[src/rtl/barrel_shifter_pipe.sv]
// Pipelined barrel shifter: SA_W = log2(WIDTH) cascaded stages, stage k shifting by 2^k
// when shift-amount bit k is set. Valid/ready handshake on both sides, one word per cycle,
// with no bubbles under backpressure.
// Optional feature: define BARREL_SHIFTER_PIPE_ROTATE_EN to implement rotate (st = 2'b10);
// without it, rotate requests behave as logical shifts.
module barrel_shifter_pipe #(
  parameter int unsigned WIDTH = 32,
  localparam int unsigned SA_W = $clog2(WIDTH)
) (
  input  logic             i_clk,
  input  logic             i_rst_n,
  input  logic             i_valid,
  output logic             o_ready,
  input  logic [WIDTH-1:0] i_data,
  input  logic [SA_W-1:0]  i_sa,
  input  logic             i_dir,
  input  logic [1:0]       i_st,
  output logic             o_valid,
  input  logic             i_ready,
  output logic [WIDTH-1:0] o_data
);

  localparam logic [1:0] StArith = 2'b01;
`ifdef BARREL_SHIFTER_PIPE_ROTATE_EN
  localparam logic [1:0] StRotate = 2'b10;
`endif

  // Stage registers; index k holds the output of stage k.
  logic [SA_W-1:0][WIDTH-1:0] data_q;
  logic [SA_W-1:0][SA_W-1:0]  sa_q;
  logic [SA_W-1:0]            dir_q;
  logic [SA_W-1:0][1:0]       st_q;
  logic [SA_W-1:0]            valid_q;

  // Stage inputs; index 0 is the block input, index k+1 is the output of stage k.
  logic [SA_W:0][WIDTH-1:0] data_s;
  logic [SA_W:0][SA_W-1:0]  sa_s;
  logic [SA_W:0]            dir_s;
  logic [SA_W:0][1:0]       st_s;
  logic [SA_W:0]            valid_s;

  logic [SA_W-1:0][WIDTH-1:0] shift_res;
  logic [SA_W:0]              load;  // load[SA_W] is the downstream ready
  logic                       run_q;
  logic                       accept;
  logic                       unused_ctrl;

  assign accept  = i_valid & o_ready;
  assign data_s  = {data_q, i_data};
  assign sa_s    = {sa_q, i_sa};
  assign dir_s   = {dir_q, i_dir};
  assign st_s    = {st_q, i_st};
  assign valid_s = {valid_q, accept};

  // The last stage's control copies and the already-consumed shift bits are not needed.
  assign unused_ctrl = ^{sa_s, dir_s[SA_W], st_s[SA_W]};

  // Load chain: a stage loads when empty or when the stage after it moves on.
  always_comb begin
    load[SA_W] = i_ready;
    for (int k = int'(SA_W) - 1; k >= 0; k--) begin
      load[k] = ~valid_q[k] | load[k+1];
    end
  end

  // Input side stays closed until the first clock edge after reset release.
  always_ff @(posedge i_clk or negedge i_rst_n) begin
    if (!i_rst_n) begin
      run_q <= 1'b0;
    end else begin
      run_q <= 1'b1;
    end
  end

  assign o_ready = run_q & load[0];

  for (genvar k = 0; k < SA_W; k++) begin : g_stage
    localparam int unsigned Amt = 2 ** k;
    logic [WIDTH-1:0] res;

    // Shift by 2^k when this stage's shift-amount bit is set.
    always_comb begin
      res = data_s[k];
      if (sa_s[k][k]) begin
        if (dir_s[k]) begin
          res = data_s[k] << Amt;
`ifdef BARREL_SHIFTER_PIPE_ROTATE_EN
          if (st_s[k] == StRotate) begin
            res = res | (data_s[k] >> (WIDTH - Amt));
          end
`endif
        end else begin
          res = data_s[k] >> Amt;
          // Right shifts preserve the MSB, so it still equals the operand's original sign.
          if (st_s[k] == StArith) begin
            res = res | ({WIDTH{data_s[k][WIDTH-1]}} << (WIDTH - Amt));
          end
`ifdef BARREL_SHIFTER_PIPE_ROTATE_EN
          if (st_s[k] == StRotate) begin
            res = res | (data_s[k] << (WIDTH - Amt));
          end
`endif
        end
      end
    end

    assign shift_res[k] = res;
  end

  // Stage registers advance independently under their own load condition.
  always_ff @(posedge i_clk or negedge i_rst_n) begin
    if (!i_rst_n) begin
      data_q  <= '0;
      sa_q    <= '0;
      dir_q   <= '0;
      st_q    <= '0;
      valid_q <= '0;
    end else begin
      for (int k = 0; k < int'(SA_W); k++) begin
        if (load[k]) begin
          data_q[k]  <= shift_res[k];
          sa_q[k]    <= sa_s[k];
          dir_q[k]   <= dir_s[k];
          st_q[k]    <= st_s[k];
          valid_q[k] <= valid_s[k];
        end
      end
    end
  end

  assign o_valid = valid_s[SA_W];
  assign o_data  = data_s[SA_W];

endmodule

[config.mk]
export PLATFORM = sky130hd
export DESIGN_NAME = barrel_shifter_pipe
export DESIGN_NICKNAME = d
export VERILOG_FILES = /design/src/rtl/barrel_shifter_pipe.sv
export SDC_FILE = /design/constraint.sdc
export NUM_CORES = 1
export LEC_CHECK = 0
export ABC_AREA = 1
export CAP_MARGIN = 20
export CELL_PAD_IN_SITES_DETAIL_PLACEMENT = 0
export CELL_PAD_IN_SITES_GLOBAL_PLACEMENT = 1
export CORE_UTILIZATION = 40
export DETAILED_ROUTE_END_ITERATION = 10
export MAX_ROUTING_LAYER = met4
export PLACE_DENSITY = 0.8
export SKIP_LAST_GASP = 1
export SLEW_MARGIN = 30
export SYNTH_ARGS = -nofsm -noshare
export SYNTH_HDL_FRONTEND = slang
export SYNTH_SLANG_ARGS = --single-unit
[constraint.sdc]
create_clock -name i_clk -period 2.6 [get_ports i_clk]
set_input_delay 0.52 -clock i_clk [delete_from_list [all_inputs] [get_ports i_clk]]
set_output_delay 0.52 -clock i_clk [all_outputs]
set_load 0.05 [all_outputs]
# Word level (Yosys, flattened, before mapping)
# Cells that the tools add are included.
[word_totals]
output_inout_bits = 34
inputBits = 44
reg_bits = 198
[op_classes]
n_bitwise = 17
n_eq_ne = 5
n_mux = 15
[op_table]
columns = ["operator", "n"]
rows = [
  ["$mux 32", 15],
  ["$or 16x32->32", 1],
  ["$or 24x32->32", 1],
  ["$or 28x32->32", 1],
  ["$or 30x32->32", 1],
  ["$or 31x32->32", 1],
  ["$eq 2x1->1 const B", 5],
  ["$not 1->1", 5],
  ["$or 1x1->1", 5],
  ["$and 1x1->1", 2],
]

# Depth between registers and ports, before layout
# Gate-level depths: netlist of run 1.
[depth]
depth_word = 8
depth_mapped = 9

# Least setup slack after synthesis of run 1
# No wires, ideal clock.
[synth_timing]
path_kind = "flip-flop to output port"
from = "register valid_q[4]"
to = "output port o_ready"
stages_incl_launch_ff = 6
slack_ns = 0.179
path_buffers = 2
arrival_ns = 1.901
cell_sequence = "dfrtp_1 nand3_2 nor2_2 buf_4 buf_4 a31oi_1"
[synth_between]
elab_chain_len = 7
[synth_lines]
columns = ["item", "line_no", "source"]
rows = [
  ["start: declaration", "33", "logic [SA_W-1:0] valid_q;"],
  ["start signal: indexed assignment", "125", "valid_q[k] <= valid_s[k];"],
  ["$not 1->1", "62", "load[k] = ~valid_q[k] | load[k+1];"],
  ["$or 1x1->1 (5 in series)", "62", ""],
  ["$and 1x1->1", "75", "assign o_ready = run_q & load[0];"],
  ["end: declaration", "13", "output logic o_ready,"],
]
# Every way passes these cells.

# Worst setup path after layout of run 1
[layout_timing]
from = "register valid_q[4]"
to = "output port o_valid"
[layout_rtl]
columns = ["item", "line_no", "source"]
rows = [
  ["end: declaration", "18", "output logic o_valid,"],
]
# No word-level cell between the ends.

==> out/results.ini, run 1 <==
[routing]
met1_length_um = 12100
wirelength_um = 24500
dr.max_layer_used = met4
first_pass_iters = 4
wl_met3_um = 744
avgRoutedWirePerCell_um = 13.4
dr_wl_met2_um = 11000
vias = 9018
first_iter_violations = 534
drc = 0
antenna_left = 0
via_per_inst = 4.94

[worst_setup_path]
endpoint_kind = output port
start_kind = flip-flop
r2r_cells = 4
cp_top_family = buffers and inverters
cp.depth = 1
cp_max_fo = 3
cp.arrival_ns = 1.65
crit_chain = clkdlybuf4s50_1
slowest_stage = clkdlybuf4s50_1
path_buf_inv = 1
worstPathRequired_ns = 2.08
critPathMaxStageDelay_ns = 0.82
worst-setup-path-type = reg -> out

[power]
switching_share_pct = 33.8
power.density_nw_per_um2 = 695
seqPwrFrac_pct = 43.6
ir_drop_v = 0.000461
power.share.combinational_pct = 23.8
clkPwrFrac_pct = 32.6
p_leak_nw = 6.02
switchingPower_mw = 2.76
internal_power_mw = 5.41
finalPower_mw = 8.17

[job]
drv_cap = 0

[placement]
gp_congestion = 0.864
dpl_cell_area_um2 = 11200
portBuffers = 77
hpwl_um = 17400

[cells_and_area]
final_nets = 1526
n_antenna_cell = 0
layout-drive-gt1-share_pct = 5.15
finish.utilization_pct = 46.3
stdcell_area_um2 = 11800
area_growth_pct = 12.3
n_fill_cell = 2709

[synth]
ys_seq_area_share_pct = 44.9
synthCells = 1494
ys_ff_latch = 188
syn_nets = 1538
avgSynthCellArea_um2 = 7.01
synth.distinct_cells = 25
ys_warn_count = 0
syn_area_um2 = 10500

[global_routing]
grt_usage_pct = 19.9
grt_pass1_vias = 8516
antenna_found_initial = 0
grt_max_degree = 65
grt_overflow = 0
grt_pass1_wl_um = 41900

[floorplan]
die_area_um2 = 26800
start_util_pct = 41.2
core_um2 = 25400
rows = 58
die_height_um = 164
ios = 78
die_width_um = 164

[timing]
finClkSkew_ns = 0.0142
post-route-period-util_pct = 83.5
maxSlewViolCount = 0
rsz0062_at_grt = no
finalSetupViolCount = 0
fin_tns_setup_ns = 0
relSlewSlack_pct = 35.9
worst_slew_pin_slew_ns = 0.960
fin_crit_ns = 2.17
hold_violations = 0
fmax_mhz = 461

[status]
status = completed

[cts]
numCtsBuffers = 17
cts_tree = yes
clk_path_buf_depth = 2
clkTransAtPathRegs_ns = 0.08
h-tree-depth = 4
cts_setup_buffers = 0
postCtsHoldBufs = 0
cts_root_buf = clkbuf_16
clk_latency_ns = 0.44
cts_sinks = 188
post_cts_resize_count = 0

[hold_path]
hold_path_class = in -> async

==> worst paths after layout <==
kind                       slack (ns)         end  startpoint
hold / removal                   0.05  o_data[20]     i_rst_n
hold reg to reg                  0.47  valid_q[0]       run_q
max in group asynchronous        1.81  o_data[14]     i_rst_n
min in group i_clk               0.47  valid_q[0]       run_q
setup reg to reg                 0.72  o_data[29]    dir_q[3]
setup / recovery                 0.43     o_valid  valid_q[4]
==> cell families (layout without fill, tap and decap cells) <==
group / after synthesis / after routing / synth area share, %
compound gates: 243 / 243 / 12.4
buf+inv: 270 / 271 / 11.9
flops: 188 / 188 / 44.9
other cells: 1 / 1 / 0.0358
simple gates: 792 / 792 / 30.8
==> layout by cell type, fill, tap and decap left out, drive strengths merged <==
cell type / count
a31oi: 24
nand4: 42
o21ai: 146
clkdlybuf4s50: 75
o211ai: 1
a21o: 8
o22ai: 22
a21oi: 42
or2: 5
nand3: 94
conb: 1
clkinvlp: 3
clkinv: 3
buf: 28
nor2: 60
nand2: 591
inv: 143
dfrtp: 188
clkbuf: 17
bufinv: 2
==> power by group through the flow <==
| stage | registers [mW] | logic [mW] | clock network [mW] |
|---|---|---|---|
| 2_1_floorplan | 3.54 | 1.53 | 0 |
| 5_1_grt | 3.62 | 2.18 | 2.83 |
| 6_report | 3.57 | 1.94 | 2.67 |
| 4_1_cts | 3.57 | 1.96 | 2.72 |
| 3_5_place_dp | 3.63 | 1.95 | 0 |
| 3_3_place_gp | 3.61 | 1.94 | 0 |
==> routing by layer <==
metal,vias up,global-route usage (%)
met3,35,2.63
li1,4718,-
met1,4104,26.5
met5,-,-
met4,0,7.41
met2,161,31.0
==> synthesized netlist by cell type, drive strengths merged <==
cell	number	area (um^2)
a21o	8	60.1
a21oi	42	210
clkinv	1	5.00
o21ai	146	731
buf	92	578
o211ai	1	7.51
or2	5	31.3
a31oi	24	150
nand4	42	269
inv	135	507
dfrtp	188	4700
nand3	94	475
clkbuf	42	158
conb	1	3.75
nand2	591	2220
o22ai	22	138
nor2	60	228
==> sequential cells by signal, summed over array words and instances (netlist names) <==
signal and flops:
data_q 128, valid_q 5, sa_q 10, st_q 8, dir_q 4, o_data 32, run_q 1
==> cell type report <==
class,count,area (um^2),share of cell area (%)
sequential,188,4700,40.0
multi-input combinational,1036,4530,38.5
timing repair buffer,103,1000,8.52
inverter,136,512,4.35
clock buffer,17,425,3.62
tap,330,413,3.51
clock inverter,15,174,1.48
==> metrics by stage <==
stage | setup slack, ns | instances | hold slack [ns]
CTS | 0.416 | 1825 | 0.0679
global placement | 0.449 | 1793 | 0.459
detailed placement | 0.408 | 1793 | 0.463
finish | 0.428 | 1825 | 0.0542
global route | 0.389 | 1825 | 0.0859
floorplan | 0.179 | 1494 | 0.224
Power figures use the tool's default switching activity.
==> run 2, diff against run 1 <==
==> constraint.sdc (replaced) <==
create_clock -name i_clk -period 2 [get_ports i_clk]
set_input_delay 0.4 -clock i_clk [delete_from_list [all_inputs] [get_ports i_clk]]
set_output_delay 0.4 -clock i_clk [all_outputs]
set_load 0.05 [all_outputs]
==> run 2 against run 1 <==
  * Largest cell class unchanged
  * First-iteration DRC count rose by 30%
  * Hold slack improved by 0.32 ns
  * Worst setup slack got worse by 0.29 ns
  * Design area rose by 1.6%
  * Clock skew fell by 0.0019 ns
  * Combinational power rose by 30%
  * Largest power group unchanged
==> out/results.ini, run 2 (synthesis results as in run 1) <==
[floorplan]
core_um2 = 25400
start_util_pct = 41.2
die_area_um2 = 26800
die_height_um = 164
die_width_um = 164
rows = 58
ios = 78

[job]
drv_cap = 0

[timing]
fin_tns_setup_ns = 0
maxSlewViolCount = 0
fin_crit_ns = 1.86
finClkSkew_ns = 0.0123
relSlewSlack_pct = 66.5
fmax_mhz = 539
worst_slew_pin_slew_ns = 0.501
hold_violations = 0
rsz0062_at_grt = no
post-route-period-util_pct = 92.8
finalSetupViolCount = 0

[cts]
cts_tree = yes
clk_path_buf_depth = 2
cts_sinks = 188
cts_root_buf = clkbuf_16
clkTransAtPathRegs_ns = 0.07
h-tree-depth = 4
clk_latency_ns = 0.43
numCtsBuffers = 17

[power]
seqPwrFrac_pct = 44.7
ir_drop_v = 0.000607
switching_share_pct = 33.2
clkPwrFrac_pct = 31.0
switchingPower_mw = 3.45
p_leak_nw = 6.35
internal_power_mw = 6.92
power.share.combinational_pct = 24.3
power.density_nw_per_um2 = 867

[worst_setup_path]
cp_max_fo = 5
worstPathRequired_ns = 1.60
start_kind = input pin
endpoint_kind = output port
cp.arrival_ns = 1.46
worst-setup-path-type = in -> out

[cells_and_area]
layout-drive-gt1-share_pct = 5.65
regMostFlops = data_q
n_fill_cell = 2637
n_antenna_cell = 0
final_nets = 1538
largest_reg_flops = 128
layout_commonest_cell = nand2_1
multiInputGateArea_um2 = 4540
finish.utilization_pct = 47.0
area_growth_pct = 14.1
final_cell_mix = 591 x nand2_1, 188 x dfrtp_1, 140 x o21ai_0, 128 x inv_1, 93 x nand3_1
regArea_um2 = 4700

[global_routing]
grt_pass1_wl_um = 42600
grt_overflow = 0
grt_usage_pct = 20.1
antenna_found_initial = 0
grt_pass1_vias = 8493
grt_max_degree = 68

[placement]
gp_congestion = 0.877
portBuffers = 77
hpwl_um = 17400

[hold_path]
hold_path_class = in -> async

[routing]
vias = 9012
antenna_left = 0
drc = 0
first_iter_violations = 693
via_per_inst = 4.91
wirelength_um = 24300
first_pass_iters = 5
avgRoutedWirePerCell_um = 13.3

[status]
status = completed

-- run 2: changes by cell type in the layout (fill, tap and decap cells not counted), moves of 2 or more --
cell,previous run,this run
buf_12,3,11
buf_4,24,28
clkbuf_1,0,2
clkbuf_8,0,2
clkdlybuf4s50_1,75,42
dlygate4sd2_1,0,12
dlymetal6s2s_1,0,20
inv_6,5,1
inv_8,3,0
-- run 2: repair_timing --
item,4_1_cts,5_1_grt
setup buffers,0,0
endpoints found under the hold margin,17,0
gates resized for setup,12,20
setup endpoints to repair,12,20
hold buffers,1,0
-- run 2: path summary, 6_finish.rpt --
path / slack, ns / end / depth (start not counted) / startpoint
worst max-delay path: 0.14 / o_ready / 6 / i_ready
worst min-delay path: 0.38 / data_q[100] / 2 / i_rst_n
worst max register to register: 0.54 / data_q[106] / 4 / sa_q[13]
worst min register to register: 0.47 / o_data[6] / 2 / o_data[6]
max in group asynchronous: 1.00 / data_q[50] / 3 / i_rst_n
min in group i_clk: 0.47 / o_data[6] / 2 / o_data[6]
-- run 2: cell type report --
type                            instances  area share, %
Multi-Input combinational cell       1036           38.0
Tap cell                              330           3.46
Clock buffer                           21           3.85
Sequential cell                       188           39.4
Timing Repair Buffer                  115           10.3
Inverter                              136           4.28
Clock inverter                          9          0.764
-- run 2: per-layer routing --
metal | up-vias | track usage [%] | routed length, um
li1 | 4728 | - | -
met1 | 4106 | 27.3 | 12100
met2 | 158 | 31.6 | 11300
met3 | 20 | 2.20 | 639
met4 | 0 | 5.89 | 280
met5 | - | - | 0
-- run 2: through the flow --
stage               hold WS, ns  cells  cell area (um^2)  worst slack [ns]  total power, mW
finish                    0.376   1835             12000             0.143             10.4
detailed placement        0.264   1804             11400            0.0576             7.29
CTS                       0.379   1835             11900          0.000804             10.5
global route              0.393   1835             12000            0.0616             11.0
floorplan                 0.104   1494             10500             0.145             6.58
global placement          0.265   1804             11400             0.108             7.26
-- run 2: power by group through the flow --
stage / combinational [mW] / sequential (mW) / clock (mW)
2_1_floorplan: 1.99 / 4.60 / 0
3_3_place_gp: 2.56 / 4.70 / 0
3_5_place_dp: 2.58 / 4.71 / 0
4_1_cts: 2.56 / 4.64 / 3.30
5_1_grt: 2.84 / 4.69 / 3.43
6_report: 2.52 / 4.63 / 3.21
-- run 2: critical path, stage by stage --
cell and delay, ns:
clkdlybuf4s50_1 0.41, inv_2 0.06, nand3_2 0.09, nor2_4 0.19, a31oi_4 0.10, buf_4 0.20
==> run 3, diff against run 2 <==
--- a/config.mk
+++ b/config.mk
@@ -11,6 +11,8 @@
 export CELL_PAD_IN_SITES_GLOBAL_PLACEMENT = 1
 export CORE_UTILIZATION = 40
 export DETAILED_ROUTE_END_ITERATION = 10
+export GPL_TIMING_DRIVEN = 0
+export HOLD_SLACK_MARGIN = 0.06
 export MAX_ROUTING_LAYER = met4
 export PLACE_DENSITY = 0.8
 export SKIP_LAST_GASP = 1
==> run 3 against run 2 <==
  * Power increased by 3.1%
  * Clock-buffer cell count decreased by 3
  * Critical endpoint unchanged
  * Clock power rose by 2%
  * Core utilization is 1.4 points higher
  * Critical path depth grew 1
  * Design area is 2.9% higher
  * Wire length is 24% higher
  * Combinational power rose by 8.7%
  * Sequential cell count did not move
  * Final cell count increased by 5.5%
  * Register-to-register slack lost 0.21 ns
==> out/results.ini, run 3 (synthesis results as in run 1) <==
[worst_setup_path]
endpoint_kind = output port
r2r_cells = 7
worst-setup-path-type = in -> out
cp_max_fo = 6
cp.arrival_ns = 1.55
start_kind = input pin
worstPathRequired_ns = 1.60

[routing]
via_per_inst = 4.90
antenna_left = 0
wirelength_um = 30100
avgRoutedWirePerCell_um = 15.5
first_iter_violations = 456
first_pass_iters = 5
vias = 9489
drc = 0

[cells_and_area]
regMostFlops = data_q
layout-drive-gt1-share_pct = 8.97
largest_reg_flops = 128
n_fill_cell = 2731
final_cell_mix = 591 x nand2_1, 186 x dfrtp_1, 140 x o21ai_0, 128 x inv_1, 93 x nand3_1
n_antenna_cell = 0
area_growth_pct = 17.4
final_nets = 1637
stdcell_area_um2 = 12300
layout_commonest_cell = nand2_1

[timing]
rsz0062_at_grt = no
post-route-period-util_pct = 97.3
hold_slack_ns = 0.470
fmax_mhz = 514
finClkSkew_ns = 0.0118
worst_slew_pin_slew_ns = 0.637
fin_tns_setup_ns = 0
timing.final.ws_setup_ns = 0.0541
relSlewSlack_pct = 57.5
hold_violations = 0
fin_crit_ns = 1.95
maxSlewViolCount = 0
finalSetupViolCount = 0

[global_routing]
grt_pass1_wl_um = 48700
grt_max_degree = 69
grt_overflow = 0
grt_usage_pct = 24.2
antenna_found_initial = 0
grt_pass1_vias = 9402

[floorplan]
die_height_um = 164
rows = 58
die_width_um = 164
ios = 78
die_area_um2 = 26800
start_util_pct = 41.2
core_um2 = 25400

[job]
drv_cap = 0

[cts]
cts_sinks = 188
cts_tree = yes
clkTransAtPathRegs_ns = 0.07
cts_root_buf = clkbuf_16
clk_latency_ns = 0.44
numCtsBuffers = 17
clk_path_buf_depth = 2
h-tree-depth = 4

[placement]
portBuffers = 77
hpwl_um = 23900
preCtsSetupSlack_ns = -0.852
dpl_cell_area_um2 = 11700
gp_congestion = 0.927

[power]
ir_drop_v = 0.000540
finalPower_mw = 10.7
p_leak_nw = 6.42
power.density_nw_per_um2 = 869

[status]
status = completed

[hold_path]
hold_path_class = in -> async

==> run 3: cell types whose count changed in the layout (fill, tap and decap cells not counted), moves of 10 or more <==
cell | before | now
buf_12 | 11 | 1
buf_2 | 0 | 43
clkbuf_1 | 2 | 39
dlymetal6s2s_1 | 20 | 0
buf_4 | 28 | 42
dlygate4sd2_1 | 12 | 33
==> run 3: final cells by class <==
class	instances	area [um^2]	share of cell area, %
Timing Repair Buffer	84	831	6.76
Sequential cell	188	4710	38.3
Clock inverter	14	131	1.07
Buffer	130	731	5.94
Tap cell	330	413	3.36
Multi-Input combinational cell	1036	4540	36.9
Inverter	136	512	4.16
Clock buffer	18	429	3.49
==> run 3: metal layers <==
layer,vias up,part of all wire [%],track usage (%)
met2,164,53,45.1
met1,4344,41,25.6
li1,4933,-,-
met4,0,3.9,11.6
met3,48,1.9,2.37
met5,-,0,-
==> run 3: worst paths after layout <==
check,from,endpoint,slack (ns)
min in group i_clk,data_q[60],data_q[60],0.48
max,i_ready,o_ready,0.05
max reg2reg,valid_q[4],data_q[3],0.33
max in group asynchronous,i_rst_n,valid_q[0],0.49
min,i_rst_n,o_data[4],0.47
min reg2reg,data_q[60],data_q[60],0.48
==> run 3: through the flow <==
| stage | std cells | utilization (%) |
|---|---|---|
| 6_report | 1936 | 48.4 |
| 5_1_grt | 1936 | 48.4 |
| 4_1_cts | 1933 | 48.3 |
| 3_5_place_dp | 1903 | 46.2 |
| 3_3_place_gp | 1901 | 46.0 |
| 2_1_floorplan | 1494 | - |
==> run 3: worst max-delay path: stages <==
cell and delay (ns):
clkdlybuf4s50_1 0.41, inv_2 0.07, nand3_2 0.11, nor2_4 0.18, buf_12 0.13, a31oi_4 0.07
buf_6 0.17
==> run 3: repair_timing <==
| item | in CTS | in global routing |
|---|---|---|
| buffers inserted | 0 | 4 |
| hold endpoints to repair | 62 | 0 |
| gates resized for setup | 43 | 6 |
| hold buffers | 1 | 0 |
| setup endpoints to repair | 34 | 1 |
| pin swaps | 0 | 1 |
==> run 3: report_power, final <==
| part | switching [mW] | total [mW] | internal [mW] | leakage [nW] |
|---|---|---|---|---|
| sequential | 0.350 | 4.65 | 4.30 | 2.27 |
| combinational | 1.79 | 2.74 | 0.951 | 3.88 |
| clock | 1.64 | 3.29 | 1.65 | 0.276 |
| total | 3.79 | 10.7 | 6.90 | 6.42 |
